File: src/rtl/k12a_pkg.sv
// Shared k12a definitions: SRAM sequencer state encoding and counter width.
package k12a_pkg;

    localparam int unsigned SRAM_CNT_W = 4;

    typedef enum logic [2:0] {
        SRAM_IDLE,
        SRAM_W_SETUP,
        SRAM_W_PULSE,
        SRAM_W_HOLD,
        SRAM_READ
    } sram_state_t;

endpackage

File: src/rtl/k12a_sram_ctl.sv
// Turns single-cycle CPU memory requests into phased asynchronous SRAM cycles
// with registered, glitch-free ce_n/oe_n/we_n strobes.
module k12a_sram_ctl
    import k12a_pkg::*;
#(
    parameter int unsigned ADDR_WIDTH  = 16,
    parameter int unsigned DATA_WIDTH  = 8,
    parameter int unsigned READ_WAIT   = 1,
    parameter int unsigned WRITE_PULSE = 1
) (
    input  logic                  sys_clock,
    input  logic                  reset,
    input  logic                  req_valid,
    output logic                  req_ready,
    input  logic                  req_write,
    input  logic [ADDR_WIDTH-1:0] req_addr,
    input  logic [DATA_WIDTH-1:0] req_wdata,
    output logic                  rsp_valid,
    output logic [DATA_WIDTH-1:0] rsp_rdata,
    output logic [ADDR_WIDTH-1:0] sram_addr,
    output logic [DATA_WIDTH-1:0] sram_dq_out,
    output logic                  sram_dq_oe,
    input  logic [DATA_WIDTH-1:0] sram_dq_in,
    output logic                  sram_ce_n,
    output logic                  sram_oe_n,
    output logic                  sram_we_n
);

    localparam logic [SRAM_CNT_W-1:0] READ_LOAD  = SRAM_CNT_W'(READ_WAIT);
    localparam logic [SRAM_CNT_W-1:0] PULSE_LOAD = SRAM_CNT_W'(WRITE_PULSE - 1);

    sram_state_t           state;
    sram_state_t           next_state;
    logic [SRAM_CNT_W-1:0] cnt;
    logic                  ce_n_d;
    logic                  oe_n_d;
    logic                  we_n_d;
    logic                  dq_oe_d;

    assign req_ready = (state == SRAM_IDLE) && !reset;

    // Strobes are registered from next_state so each pin changes exactly on
    // the edge that enters the corresponding state.
    always_ff @(posedge sys_clock or posedge reset) begin
        if (reset) begin
            state      <= SRAM_IDLE;
            sram_ce_n  <= 1'b1;
            sram_oe_n  <= 1'b1;
            sram_we_n  <= 1'b1;
            sram_dq_oe <= 1'b0;
        end else begin
            state      <= next_state;
            sram_ce_n  <= ce_n_d;
            sram_oe_n  <= oe_n_d;
            sram_we_n  <= we_n_d;
            sram_dq_oe <= dq_oe_d;
        end
    end

    always_comb begin
        next_state = state;
        case (state)
            SRAM_IDLE:    if (req_valid) next_state = req_write ? SRAM_W_SETUP : SRAM_READ;
            SRAM_W_SETUP: next_state = SRAM_W_PULSE;
            SRAM_W_PULSE: if (cnt == '0) next_state = SRAM_W_HOLD;
            SRAM_W_HOLD:  next_state = SRAM_IDLE;
            SRAM_READ:    if (cnt == '0) next_state = SRAM_IDLE;
            default:      next_state = SRAM_IDLE;
        endcase
    end

    always_comb begin
        ce_n_d  = 1'b1;
        oe_n_d  = 1'b1;
        we_n_d  = 1'b1;
        dq_oe_d = 1'b0;
        case (next_state)
            SRAM_W_SETUP, SRAM_W_HOLD: begin
                ce_n_d  = 1'b0;
                dq_oe_d = 1'b1;
            end
            SRAM_W_PULSE: begin
                ce_n_d  = 1'b0;
                we_n_d  = 1'b0;
                dq_oe_d = 1'b1;
            end
            SRAM_READ: begin
                ce_n_d = 1'b0;
                oe_n_d = 1'b0;
            end
            default: ;
        endcase
    end

    always_ff @(posedge sys_clock or posedge reset) begin
        if (reset) begin
            sram_addr   <= '0;
            sram_dq_out <= '0;
            cnt         <= '0;
            rsp_valid   <= 1'b0;
            rsp_rdata   <= '0;
        end else begin
            rsp_valid <= 1'b0;
            case (state)
                SRAM_IDLE: begin
                    if (req_valid) begin
                        sram_addr <= req_addr;
                        if (req_write) sram_dq_out <= req_wdata;
                        else           cnt         <= READ_LOAD;
                    end
                end
                SRAM_W_SETUP: cnt <= PULSE_LOAD;
                SRAM_W_PULSE: if (cnt != '0) cnt <= cnt - 1'b1;
                SRAM_W_HOLD:  rsp_valid <= 1'b1;
                SRAM_READ: begin
                    if (cnt == '0) begin
                        rsp_rdata <= sram_dq_in;
                        rsp_valid <= 1'b1;
                    end else begin
                        cnt <= cnt - 1'b1;
                    end
                end
                default: ;
            endcase
        end
    end

endmodule

File: config.mk
export PLATFORM = sky130hd
export DESIGN_NAME = k12a_sram_ctl
export DESIGN_NICKNAME = d
export VERILOG_FILES = /design/src/rtl/k12a_pkg.sv /design/src/rtl/k12a_sram_ctl.sv
export SDC_FILE = /design/constraint.sdc
export NUM_CORES = 1
export LEC_CHECK = 0
export ABC_AREA = 1
export CAP_MARGIN = 15
export CORE_UTILIZATION = 39
export DETAILED_ROUTE_END_ITERATION = 12
export PLACE_DENSITY_LB_ADDON = 0.3
export SLEW_MARGIN = 20
export SYNTH_ARGS = -nofsm -noshare
export SYNTH_HDL_FRONTEND = slang
export SYNTH_SLANG_ARGS = --single-unit
File: constraint.sdc
create_clock -name sys_clock -period 1.9 [get_ports sys_clock]
set_input_delay 0.19 -clock sys_clock [delete_from_list [all_inputs] [get_ports sys_clock]]
set_output_delay 0.19 -clock sys_clock [all_outputs]
set_load 0.01 [all_outputs]
==> run_results.csv <==
group,metric,value,unit
yosys,synth_seq_cells,44,
critical_path,cp_cell_sequence,"clkdlybuf4s50_1",
yosys,synth_adder_area_share,1.33,%
global_routing,first_global_vias,1596,
critical_path,slowest_delay,0.55,ns
layout,drive_gt1_share,10.7,%
sta,worstMarginPinSlew,0.372,ns
routing,drc,0,
layout,final_nets,336,
global_routing,grt_max_degree,29,
global_routing,grt-ovfl-total,0,
floorplan,fp.dieW,71.6,um
critical_path,critical_path_class,"flop to output pin",
routing,wirelength,4100,um
yosys,synth_top_family_by_area,"simple AND/OR/NAND/NOR gates",
layout,regArea,1100,um2
yosys,synth_nets,257,
critical_path,cp_top_family,"buffers and inverters",
global_routing,grt_pass1_wl,6970,um
clock_tree,cts-htree-levels,2,
yosys,yosysWarnings,0,
clock_tree,cts_made_buffers,5,
sta,final-hold-violation-count,0,
placement,io_buffers,73,
clock_tree,clockRootBuffer,"clkbuf_8",
critical_path,reg2reg_depth,9,
yosys,synth_cell_types,22,
routing,drt_pre_antenna_iters,4,
pwr,powerDensity,1640,nW/um2
floorplan,core.rowCount,24,
run,drv_cap,0,
critical_path,cp-end-kind,"output pin",
clock_tree,insertion_delay,0.29,ns
routing,drt_iter0_markers,87,
yosys,synth_compound_area_share,1.13,%
placement,gp_congestion,0.763,
critical_path,critPathRequiredTime,1.71,ns
critical_path,r2r_start,"cnt[0]$_DFFE_PP0P_",
sta,final-setup-viol-count,0,
clock_tree,clk_path_buf_depth,2,
floorplan,start_util,41.9,%
layout,fill_cells,376,
routing,via_count,1619,
floorplan,die_area,5120,um2
sta,drv_slew,0,
layout,layout_common_cells,"nand2_1 (114), clkdlybuf4s50_1 (72), dfrtp_1 (41), nand3_1 (13), nor2_1 (9)",
routing,ant_nets,0,
sta,skew,0.00303,ns
yosys,muxShareOfSynthArea,0,%
yosys,seq_area_frac_synth,58.6,%
pwr,leakage,0.00142,uW
critical_path,r2r-end,"cnt[0]$_DFFE_PP0P_",
yosys,synth_area_per_cell,8.62,um2
layout,mostFrequentLayoutCell,"nand2_1",
pwr,ir_worst_vdd,0.815,mV
sta,rsz0062_at_grt,"false",
layout,area_growth_syn_to_layout,49.4,%
pwr,total_power,4620,uW
critical_path,slowest_stage,"clkdlybuf4s50_1",
critical_path,r2r_setup_slack,0.42,ns
routing,avgRoutedWirePerCell,11.7,um
global_routing,grt_usage,17.3,%
yosys,syn_inst,219,
yosys,synthSimpleGateAreaFrac,34.1,%
critical_path,critPathArrivalTime,1.36,ns
clock_tree,numClockSinks,44,
clock_tree,clk_pin_slew,0.08,ns
yosys,synth_area,1890,um2
layout,multi_input_area,698,um2
sta,slew_headroom,75.2,%
critical_path,critPathLaunchType,"flop",
floorplan,fp.coreArea,4500,um2
routing,vias_per_cell,4.61,
floorplan,die_h,71.6,um
floorplan,num_io_pins,74,
sta,fmaxAchievable,643,MHz
critical_path,path_max_fanout,1,
clock_tree,cts_tree,"yes",
global_routing,antenna_found_initial,0,
yosys,synth_xor_area_share,0.464,%
critical_path,path_buf_inv,1,
run_status,outcome,"finished, final reports clean",
sta,finalSetupTns,0,ns
sta,finalCritPeriodShare,81.8,%
layout,antenna_cells,0,
placement,dp_hpwl,3030,um
clock_tree,post-cts-setup-buffers,0,
sta,period_minus_slack,1.55,ns
hold_path,hp-class,"input port to asynchronous set/reset pin",
-- flip-flops by register name, indices dropped and copies added (netlist names) --
signal and cells:
sram_we_n 1, sram_dq_oe 1, sram_ce_n 1, rsp_valid 1, sram_oe_n 1, sram_dq_out 8
sram_addr 16, cnt 4, state 3, rsp_rdata 8
-- per-stage QoR --
stage | util [%] | hold slack [ns] | std cells | instance area (um2) | setup WS (ns)
final | 62.6 | 0.227 | 351 | 2820 | 0.345
after CTS | 62.5 | 0.242 | 351 | 2820 | 0.0680
after detailed placement | 59.7 | 0.458 | 343 | 2690 | 0.310
after floorplan | - | 0.300 | 219 | 1890 | 0.587
after global routing | 62.6 | 0.280 | 351 | 2820 | 0.263
after global placement | 59.7 | 0.454 | 343 | 2690 | 0.362
-- cell usage after synthesis --
cell	n	area share (%)
o22ai_1	1	0.33
nand3_1	13	3.4
dfstp_2	3	4.2
a21oi_1	1	0.26
nand2_2	5	1.7
buf_6	1	0.60
clkbuf_1	1	0.20
buf_2	1	0.26
inv_1	9	1.8
nor2_1	9	1.8
o21ai_0	2	0.53
inv_2	4	0.80
dfrtp_1	41	54
nor2_2	2	0.66
buf_4	2	0.80
ha_1	2	1.3
nand3_4	1	0.93
xnor2_1	1	0.46
nor3_1	2	0.53
nor2_4	3	1.8
nand2_4	1	0.60
nand2_1	114	23
-- layer usage --
metal	share of wire (%)	wire length, um	track usage (%)	vias to the layer above
met5	0	0	0	-
met4	0.98	40	4.58	0
met3	6.7	273	4.78	5
met2	46	1900	29.1	56
met1	46	1890	22.2	736
li1	-	-	-	822
-- cell families (layout without fill, tap and decap cells) --
| group | count (synthesis) | after routing |
|---|---|---|
| AOI/OAI and AO/OA | 4 | 4 |
| adders and majority gates | 2 | 2 |
| xor gates and xnor gates | 1 | 1 |
| buffers and inverters | 18 | 98 |
| and+or+nand+nor | 150 | 150 |
| DFF | 44 | 44 |
-- cell type report --
class	count	share of cell area, %
clock buffers	7	3.42
clock inverters	1	1.07
inverters	13	1.73
multi-input cells	157	24.8
flip-flops and latches	44	39.2
well taps	52	2.31
repair buffers	77	27.5
-- worst max-delay path by stage --
stage                   startpoint                 end  slack [ns]  cells past startpoint
2_1_floorplan   cnt[0]$_DFFE_PP0P_  cnt[0]$_DFFE_PP0P_        0.59                      9
3_3_place_gp                 reset           req_ready        0.36                      3
3_5_place_dp                 reset           req_ready        0.31                      3
4_1_cts         state[1]$_DFF_PP0_           req_ready        0.07                      4
5_1_grt         cnt[0]$_DFFE_PP0P_  cnt[1]$_DFFE_PP0P_        0.26                      9
6_report       sram_ce_n$_DFF_PP1_           sram_ce_n        0.35                      1
-- worst reg2reg max path, cell delays in order (launching register included) --
cell and delay [ns]:
dfrtp_1 0.38, inv_1 0.13, ha_1 0.18, nand2_1 0.06, nor2_2 0.19, nand2_1 0.17
nand2_2 0.11, nor2_4 0.05, nand2_1 0.06, nand2_1 0.05
-- power breakdown --
part	internal (uW)	switching, uW
logic	1090	1110
registers	1390	261
clock network	464	306
total	2940	1670
-- timing repair --
item,in CTS,in global routing
hold buffers,0,0
setup endpoints to repair,0,1
resized for setup,0,1
No activity file was read; power rests on OpenSTA's default activity.
